## src/rtl/ysyx_23060072_ex_stage.sv

```systemverilog
// rtl/ysyx_23060072_ex_stage.sv - RV32E execute stage: single-cycle ALU, iterative mul/div, ex->lsu register
//
// Ports:
//   clk, rst_n                      clock, asynchronous active-low reset
//   valid_i, alu_op_i               instruction from decode and its ALU/M operation
//   alu_src_imm_i                   operand B = operand_imm_i when set, else operand_b_i
//   operand_a_i/_b_i/_imm_i         rs1, rs2, immediate
//   wb/store/load/LSU_signed/LSU_type/wb_addr _i   control passed through to the LSU stage
//   lsu_hold_i                      LSU busy: freeze the ex->lsu register
//   flush_i                         kill the instruction currently in EX
//   ex_hold_flag_o                  mul/div in progress, hold IF/ID
//   *_o (others)                    registered ex->lsu bundle, wb_data_o = execute result
module ysyx_23060072_ex_stage #(
    parameter int XLEN = 32,
    parameter int ITER = 32
) (
    input  logic            clk,
    input  logic            rst_n,
    input  logic            valid_i,
    input  logic [4:0]      alu_op_i,
    input  logic            alu_src_imm_i,
    input  logic            wb_flag_i,
    input  logic            store_flag_i,
    input  logic            load_flag_i,
    input  logic            LSU_signed_i,
    input  logic [1:0]      LSU_type_i,
    input  logic [4:0]      wb_addr_i,
    input  logic [XLEN-1:0] operand_a_i,
    input  logic [XLEN-1:0] operand_b_i,
    input  logic [XLEN-1:0] operand_imm_i,
    input  logic            lsu_hold_i,
    input  logic            flush_i,
    output logic            ex_hold_flag_o,
    output logic            wb_flag_o,
    output logic            store_flag_o,
    output logic            load_flag_o,
    output logic            LSU_signed_o,
    output logic [1:0]      LSU_type_o,
    output logic [4:0]      wb_addr_o,
    output logic [XLEN-1:0] wb_data_o,
    output logic [XLEN-1:0] operand_a_o,
    output logic [XLEN-1:0] operand_b_o,
    output logic [XLEN-1:0] operand_imm_o
);
    localparam int CW = $clog2(ITER);
    localparam logic [4:0] OP_ADD = 5'd0,  OP_SUB = 5'd1,  OP_SLL = 5'd2,  OP_SLT = 5'd3;
    localparam logic [4:0] OP_SLTU = 5'd4, OP_XOR = 5'd5,  OP_SRL = 5'd6,  OP_SRA = 5'd7;
    localparam logic [4:0] OP_OR = 5'd8,   OP_AND = 5'd9,  OP_MUL = 5'd10, OP_MULH = 5'd11;
    localparam logic [4:0] OP_MULHSU = 5'd12, OP_MULHU = 5'd13, OP_DIV = 5'd14, OP_DIVU = 5'd15;
    localparam logic [4:0] OP_REM = 5'd16, OP_REMU = 5'd17;

    typedef enum logic [1:0] {S_IDLE, S_BUSY, S_DONE} state_t;

    state_t            state;
    logic [CW-1:0]     cnt;
    logic [4:0]        md_op;
    logic [2*XLEN-1:0] acc;       // mul: {hi, multiplier/lo}; div: {remainder, dividend/quotient}
    logic [XLEN-1:0]   md_b;      // multiplicand or divisor magnitude
    logic              neg_q;     // negate product / quotient at the end
    logic              neg_r;     // negate remainder at the end
    logic              special;   // acc already holds the final signed result

    logic [XLEN-1:0]   src_b;
    logic [XLEN-1:0]   alu_res;
    logic              md_in;
    logic              md_start;
    logic              in_mul, a_signed, b_signed, a_neg, b_neg;
    logic [XLEN-1:0]   a_mag, b_mag;
    logic              div_zero, div_ovf;

    assign src_b    = alu_src_imm_i ? operand_imm_i : operand_b_i;
    assign md_in    = (alu_op_i >= OP_MUL) && (alu_op_i <= OP_REMU);
    assign md_start = valid_i && md_in && !flush_i;
    assign in_mul   = alu_op_i <= OP_MULHU;
    assign a_signed = (alu_op_i == OP_MUL) || (alu_op_i == OP_MULH) || (alu_op_i == OP_MULHSU)
                   || (alu_op_i == OP_DIV) || (alu_op_i == OP_REM);
    assign b_signed = (alu_op_i == OP_MUL) || (alu_op_i == OP_MULH)
                   || (alu_op_i == OP_DIV) || (alu_op_i == OP_REM);
    assign a_neg    = a_signed && operand_a_i[XLEN-1];
    assign b_neg    = b_signed && src_b[XLEN-1];
    assign a_mag    = a_neg ? -operand_a_i : operand_a_i;
    assign b_mag    = b_neg ? -src_b : src_b;
    assign div_zero = !in_mul && (src_b == '0);
    assign div_ovf  = ((alu_op_i == OP_DIV) || (alu_op_i == OP_REM))
                   && (operand_a_i == {1'b1, {(XLEN-1){1'b0}}}) && (src_b == '1);

    always_comb begin
        alu_res = operand_a_i + src_b;
        case (alu_op_i)
            OP_SUB:  alu_res = operand_a_i - src_b;
            OP_SLL:  alu_res = operand_a_i << src_b[4:0];
            OP_SLT:  alu_res = {{(XLEN-1){1'b0}}, $signed(operand_a_i) < $signed(src_b)};
            OP_SLTU: alu_res = {{(XLEN-1){1'b0}}, operand_a_i < src_b};
            OP_XOR:  alu_res = operand_a_i ^ src_b;
            OP_SRL:  alu_res = operand_a_i >> src_b[4:0];
            OP_SRA:  alu_res = $unsigned($signed(operand_a_i) >>> src_b[4:0]);
            OP_OR:   alu_res = operand_a_i | src_b;
            OP_AND:  alu_res = operand_a_i & src_b;
            default: alu_res = operand_a_i + src_b;
        endcase
    end

    // One iteration step: shift-add multiply or restoring divide.
    logic            md_is_mul;
    logic [XLEN:0]   mul_sum;
    logic [XLEN:0]   div_shl;
    logic            div_ge;
    logic [XLEN-1:0] div_sub;
    logic [2*XLEN-1:0] acc_next;

    assign md_is_mul = md_op <= OP_MULHU;
    assign mul_sum   = {1'b0, acc[2*XLEN-1:XLEN]} + (acc[0] ? {1'b0, md_b} : '0);
    assign div_shl   = {acc[2*XLEN-1:XLEN], acc[XLEN-1]};
    assign div_ge    = div_shl >= {1'b0, md_b};
    // Partial remainder stays below the divisor, so the low bits of the difference are exact.
    assign div_sub   = div_shl[XLEN-1:0] - md_b;

    always_comb begin
        if (md_is_mul)
            acc_next = {mul_sum, acc[XLEN-1:1]};
        else if (div_ge)
            acc_next = {div_sub, acc[XLEN-2:0], 1'b1};
        else
            acc_next = {div_shl[XLEN-1:0], acc[XLEN-2:0], 1'b0};
    end

    // Sign correction applied while in DONE.
    logic [2*XLEN-1:0] prod_c;
    logic [XLEN-1:0]   q_c, r_c, md_res, ex_res;

    assign prod_c = neg_q ? -acc : acc;
    assign q_c    = (neg_q && !special) ? -acc[XLEN-1:0] : acc[XLEN-1:0];
    assign r_c    = (neg_r && !special) ? -acc[2*XLEN-1:XLEN] : acc[2*XLEN-1:XLEN];

    always_comb begin
        md_res = q_c;
        case (md_op)
            OP_MUL:                      md_res = prod_c[XLEN-1:0];
            OP_MULH, OP_MULHSU, OP_MULHU: md_res = prod_c[2*XLEN-1:XLEN];
            OP_REM, OP_REMU:             md_res = r_c;
            default:                     md_res = q_c;
        endcase
    end

    assign ex_res = md_in ? md_res : alu_res;

    always_ff @(posedge clk or negedge rst_n) begin
        if (!rst_n) begin
            state   <= S_IDLE;
            cnt     <= '0;
            md_op   <= '0;
            acc     <= '0;
            md_b    <= '0;
            neg_q   <= 1'b0;
            neg_r   <= 1'b0;
            special <= 1'b0;
        end else if (flush_i) begin
            state <= S_IDLE;
            cnt   <= '0;
        end else begin
            case (state)
                S_IDLE: begin
                    if (md_start) begin
                        md_op   <= alu_op_i;
                        cnt     <= '0;
                        neg_q   <= a_neg ^ b_neg;
                        neg_r   <= a_neg;
                        special <= div_zero || div_ovf;
                        if (div_zero) begin
                            acc   <= {operand_a_i, {XLEN{1'b1}}};
                            state <= S_DONE;
                        end else if (div_ovf) begin
                            acc   <= {{XLEN{1'b0}}, 1'b1, {(XLEN-1){1'b0}}};
                            state <= S_DONE;
                        end else begin
                            acc   <= in_mul ? {{XLEN{1'b0}}, b_mag} : {{XLEN{1'b0}}, a_mag};
                            md_b  <= in_mul ? a_mag : b_mag;
                            state <= S_BUSY;
                        end
                    end
                end
                S_BUSY: begin
                    acc <= acc_next;
                    cnt <= cnt + 1'b1;
                    if (cnt == CW'(ITER - 1))
                        state <= S_DONE;
                end
                S_DONE: begin
                    if (!lsu_hold_i)
                        state <= S_IDLE;
                end
                default: state <= S_IDLE;
            endcase
        end
    end

    assign ex_hold_flag_o = !flush_i && (((state == S_IDLE) && valid_i && md_in) || (state == S_BUSY));

    logic capture;
    assign capture = valid_i && !flush_i && (!md_in || (state == S_DONE));

    always_ff @(posedge clk or negedge rst_n) begin
        if (!rst_n) begin
            wb_flag_o     <= 1'b0;
            store_flag_o  <= 1'b0;
            load_flag_o   <= 1'b0;
            LSU_signed_o  <= 1'b0;
            LSU_type_o    <= '0;
            wb_addr_o     <= '0;
            wb_data_o     <= '0;
            operand_a_o   <= '0;
            operand_b_o   <= '0;
            operand_imm_o <= '0;
        end else if (!lsu_hold_i) begin
            wb_flag_o     <= capture && wb_flag_i;
            store_flag_o  <= capture && store_flag_i;
            load_flag_o   <= capture && load_flag_i;
            LSU_signed_o  <= capture && LSU_signed_i;
            LSU_type_o    <= capture ? LSU_type_i : 2'b0;
            wb_addr_o     <= capture ? wb_addr_i : 5'b0;
            wb_data_o     <= capture ? ex_res : '0;
            operand_a_o   <= capture ? operand_a_i : '0;
            operand_b_o   <= capture ? operand_b_i : '0;
            operand_imm_o <= capture ? operand_imm_i : '0;
        end
    end
endmodule

```

## config.mk

```make
export PLATFORM = sky130hd
export DESIGN_NAME = ysyx_23060072_ex_stage
export DESIGN_NICKNAME = d
export VERILOG_FILES = /design/src/rtl/ysyx_23060072_ex_stage.sv
export SDC_FILE = /design/constraint.sdc
export NUM_CORES = 2
export LEC_CHECK = 0
export ABC_AREA = 1
export CORE_UTILIZATION = 30
export DETAILED_ROUTE_END_ITERATION = 6
export PLACE_DENSITY = 0.56
export SYNTH_ARGS = -nofsm -noshare
export SYNTH_HDL_FRONTEND = slang
export SYNTH_SLANG_ARGS = --single-unit
```

## constraint.sdc

```tcl
create_clock -name clk -period 3.6 [get_ports clk]
set_input_delay 0.9 -clock clk [delete_from_list [all_inputs] [get_ports clk]]
set_output_delay 0.9 -clock clk [all_outputs]
set_load 0.05 [all_outputs]
```

### After elaboration in Yosys (flattened, before gate mapping)

Index checks and enable logic that the tools add are counted.
Widths: inputs -> output; s select.

* register bits after elaboration: 250
* logic and storage cells: 152

* add/subtract/negate cells: 10
* magnitude comparators: 7
* mux-type cells: 34
* equal/unequal tests: 29
* reduce and logical (&&, ||, !) cells: 44
* bitwise gates (word level): 7
* shift-type cells: 3

Operators by type and width (number)
* $mux 32: 14
* $mux 64: 5
* $pmux 32 s9: 1
* $neg 32->32: 4
* $pmux 64 s2: 1
* $pmux 32 s3: 1
* $eq 32x32->1 const B: 2
* $lt 32x32->1: 2
* $neg 64->64: 1
* $sub 32x32->32: 2
* $eq 5x4->1 const B: 10
* $add 32x32->33: 1
* $ge 33x32->1: 1
* $add 32x32->32: 1
* $and 32x32->32: 1
* $logic_not 32->1: 1
* $or 32x32->32: 1
* $shl 32x5->32: 1
* $shr 32x5->32: 1
* $sshr 32x5->32: 1
* $xor 32x32->32: 1
* $eq 5x3->1 const B: 4
* $eq 5x5->1 const B: 4
* $logic_and 1x1->1: 19
* other kinds (26): 54

### Logic depth before layout (Yosys ltp)

* depth after elaboration: 12
* depth in mapped cells: 25

### Worst setup path before layout

OpenSTA, ideal clock, no wires.

* path type: input-to-reg
* start point: input alu_src_imm_i
* end point: register wb_data_o[9]
* cell stages on the path: 23
* setup time: 118 ps
* required time: 3482 ps
* slack: -112 ps
* arrival time: 3594 ps
* path through: buf_6 > buf_6 > buf_6 > o21ai_2 > buf_2 > buf_2 > ha_1 > inv_1 > nand2_1 > o21ai_0 > nand2_1 > nand2_1 > nand2_1 > nand2_1 > nand2_1 > nand2_1 > nor2_1 > nor2_1 > nand3_1 > nand2_1 > nand2_1 > nand3_1 > nand2_1

* cells in the longest elaborated chain, start to end: 5

RTL lines
* start: declaration: RTL line 21 `input logic alu_src_imm_i,`
* $mux 32 (*): RTL line 71 `assign src_b = alu_src_imm_i ? operand_imm_i : operand_b_i;`
* $add 32x32->32 (tied with other cells): RTL line 99 `default: alu_res = operand_a_i + src_b;`
* $pmux 32 s9 (*): RTL line 89 `case (alu_op_i)`
* $mux 32 (*): RTL line 145 `assign ex_res = md_in ? md_res : alu_res;`
* $mux 32 (*): RTL line 221 `wb_data_o <= capture ? ex_res : '0;`
* end signal: assignment: RTL line 221
* end: declaration: RTL line 40 `output logic [XLEN-1:0] wb_data_o,`

Every way passes the cells marked *; elsewhere a longest branch is shown, timed or not.
A chain may end at the register's enable or synchronous reset.

### Final worst setup path

* start point: input operand_a_i[3]
* end point: register wb_data_o[17]

* cells in the longest elaborated chain, start to end: 4

RTL lines
* start: declaration: RTL line 28 `input logic [XLEN-1:0] operand_a_i,`
* $add 32x32->32 (tied with other cells): RTL line 99
* $pmux 32 s9 (*): RTL line 89
* $mux 32 (*): RTL line 145
* $mux 32 (*): RTL line 221

Marked as above.

==> metrics.yaml <==
setup_path:
  worstRegToRegCells: 16
  cp_slowest_cell: "clkdlybuf4s50_1"
  path_common_cell: "nand2_1"
  worstReg2RegEnd: "acc[57]$_DFFE_PN0P_"
  cp.required_ns: 4.10
  cp_cell_sequence: "clkdlybuf4s50_1, inv_1, ha_1, inv_1, nand2_1, o21ai_1, nand2_1, nand2_1, nand2_1, nand3_1, nand2_1, nand3_2, nand4_1, buf_4, nand2_1, nand2_1, nand2_1, nand2_1"
  cp.arrival_ns: 4.13
  critical_path_class: "input pin to flip-flop"
  crit_path_max_fanout: 4
  end_kind: "flip-flop"
  startpoint_type: "input pin"
  slowest_delay_ns: 0.47
  regToRegSetupSlack_ns: 0.19
  r2r_start: "acc[32]$_DFFE_PN0P_"
  critPathBufInv: 4
  crit_family: "buffers and inverters"
timing:
  tightest_slew_ns: 0.862
  timing.hold.ws_ns: 0.259
  drv_slew: 0
  setup_violations: 2
  slew_headroom_pct: 42.4
  period_share_pct: 101
  setup_slack_ns: -0.0303
  rsz0062_at_grt: "true"
  final.min_clock_period_ns: 3.63
  skew_ns: 0.0424
  hold_viol: 0
  max_freq_mhz: 275
place:
  dp_hpwl_um: 201000
  place_area_um2: 45900
  place_ws_ns: -0.851
  place.gp.congestion: 1.09
  dp.cells: 8458
  io_buffer_count: 257
routing:
  drt_iter0_drc: 6119
  routed_wl_um: 238000
  vias_per_cell: 5.51
  drtAntennaViolNets: 0
  drt_first_pass_iters: 6
  dr_total_vias: 47026
  avgRoutedWirePerCell_um: 28.0
  drc_errors: 0
final_layout:
  final_common_cell: "nand2_1"
  mostFrequentLayoutCells: "1829 x nand2_1, 1101 x buf_4, 665 x nand3_1"
  fillers: 12105
  syn2layout_area_growth_pct: 43.4
  nets: 7349
  final_cells: 8530
  final_layout_size_suffix_gt1_share_pct: 20.1
  final_cell_area_um2: 47600
  post-route-util_pct: 43.5
floorplan:
  fp.dieH_um: 335
  core_um2: 109000
  rows: 121
  start_util_pct: 30.4
  die_area_um2: 112000
  die-width_um: 335
  ioPinCount: 258
global_route:
  antenna_found_initial: 6
  grt_usage_pct: 41.5
  grt_max_degree: 89
  grt_pass1_wl_um: 330000
  grt_overflow_total: 0
  first_global_vias: 42950
synth:
  yosys_warnings: 0
  synth_top_area_share_pct: 20.9
  synth_nets: 6132
  ys_ff_latch: 250
  ys.flop_type: "dfrtp_1"
  netlist_area_um2: 33200
  ys_types: 57
  ys_seq_area_share_pct: 18.8
  synth_cells: 5813
  synth_area_leader_cell: "nand2_1"
  synth_area_per_cell_um2: 5.71
  async_flop_share_pct: 100
  synth-edff-count: 0
  synthTopCellsByArea: "nand2_1 21%, dfrtp_1 19%, nand3_1 10%, ha_1 7.4%, nor2_1 6.8%"
clock_network:
  cts_root_buffer: "clkbuf_16"
  cts.sinks: 250
  insertion_delay_ns: 0.63
  cts_hold_buffers: 0
  numCtsBuffers: 35
  cts_tree: "yes"
  clockBufferDepth: 3
  path_clk_slew_ns: 0.06
  cts_max_level: 2
flow_run:
  cap_viol_max_count: 0
outcome:
  violations: "negative setup slack"
  status: "complete, but fails checks"
hold_path:
  hp-class: "input pin to asynchronous set/reset pin"
power:
  p_per_area_nw_per_um2: 427
  leakagePower_nw: 24.0
  peakVddDrop_mv: 0.382
[flip-flops by register name, indices dropped and copies added, names as in the netlist]
| signal | flops |
|---|---|
| LSU_signed_o | 1 |
| LSU_type_o | 2 |
| acc | 64 |
| cnt | 5 |
| load_flag_o | 1 |
| md_b | 32 |
| md_op | 5 |
| neg_q | 1 |
| neg_r | 1 |
| operand_a_o | 32 |
| operand_b_o | 32 |
| operand_imm_o | 32 |
| special | 1 |
| state | 2 |
| store_flag_o | 1 |
| wb_addr_o | 5 |
| wb_data_o | 32 |
| wb_flag_o | 1 |
[power breakdown]
part / switching, mW / internal [mW] / leakage, nW
clock: 1.54 / 2.25 / 0.589
sequential: 0.435 / 3.22 / 3.25
combinational: 8.62 / 4.26 / 20.2
total: 10.6 / 9.73 / 24.0
[area by class of cell]
| class | count | area [um2] | area share [%] |
|---|---|---|---|
| repair buffers | 1415 | 12000 | 25.2 |
| diodes | 3 | 7.51 | 0.0158 |
| well taps | 1476 | 1850 | 3.88 |
| clock buffers | 47 | 1000 | 2.10 |
| clock inverters | 11 | 203 | 0.426 |
| inverters | 595 | 2240 | 4.71 |
| flip-flops and latches | 250 | 6260 | 13.2 |
| multi-input cells | 4733 | 24000 | 50.5 |
[worst max path at each step]
stage	cells past startpoint	end	from
2_1_floorplan	23	wb_data_o[9]$_DFFE_PN0N_	alu_src_imm_i
3_3_place_gp	22	wb_data_o[30]$_DFFE_PN0N_	operand_imm_i[27]
3_5_place_dp	20	wb_data_o[28]$_DFFE_PN0N_	alu_src_imm_i
4_1_cts	14	ex_hold_flag_o	alu_op_i[4]
5_1_grt	20	wb_data_o[23]$_DFFE_PN0N_	operand_imm_i[21]
6_report	18	wb_data_o[17]$_DFFE_PN0N_	operand_a_i[3]
[kinds of logic (layout without fill, tap and decap cells)]
family | count (synthesis) | count (layout) | synth area share, %
adder cells (fa/ha/maj) | 201 | 201 | 7.67
XOR/XNOR | 86 | 86 | 2.27
flip-flops | 250 | 250 | 18.8
AND/OR/NAND/NOR | 3350 | 3350 | 42.2
other | 0 | 3 | 0
buffers and inverters | 830 | 2068 | 9.99
AO/OA/AOI/OAI | 1096 | 1096 | 19.0
[per-stage QoR]
| stage | TNS (ns) | total power [mW] |
|---|---|---|
| floorplan | 0 | 9.83 |
| global placement | -81.07 | 16.0 |
| detailed placement | -84.88 | 15.9 |
| CTS | -0.0319 | 19.8 |
| global route | -0.0257 | 21.3 |
| finish | -0.0362 | 20.3 |
[synthesized netlist by cell type, types with 4 or more instances]
cell	instances
a211oi_1	6
a21boi_0	11
a21o_1	19
a21oi_1	392
a22o_1	37
a31oi_1	9
buf_1	21
buf_2	40
buf_4	6
buf_6	11
clkbuf_1	154
clkinv_1	9
dfrtp_1	250
fa_1	4
ha_1	197
inv_1	573
inv_2	12
nand2_1	1847
nand2_2	7
nand3_1	676
nand3_2	9
nand3b_1	22
nand4_1	90
nor2_1	602
nor2_2	7
nor3_1	65
nor3_2	4
nor4_1	7
o2111ai_1	11
o211ai_1	34
o21a_1	9
o21ai_0	404
o21ai_1	45
o21ai_2	58
o21ai_4	10
o21bai_1	22
o22ai_1	15
xnor2_1	14
xor2_1	72
[routing by layer]
metal / vias up / share of wire, % / track usage [%]
li1: 21565 / - / -
met4: 8 / 4.2 / 14.5
met1: 22602 / 46 / 61.6
met2: 2516 / 38 / 56.1
met3: 335 / 11 / 10.9
met5: - / 0.10 / 0.955
[worst reg2reg max path, delay by kind of cell (launching register included)]
kind | cells | cell delay, ns
buffers and inverters | 1 | 0.07
flip-flops | 1 | 0.67
adder cells (fa/ha/maj) | 2 | 0.72
AND/OR/NAND/NOR | 13 | 1.86
[timing repair]
action,4_1_cts,5_1_grt
endpoints found under the setup margin,10,40
gates resized for setup,18,97
pin swaps,1,16
setup buffers,0,11
No activity file was read; power rests on OpenSTA's default activity.
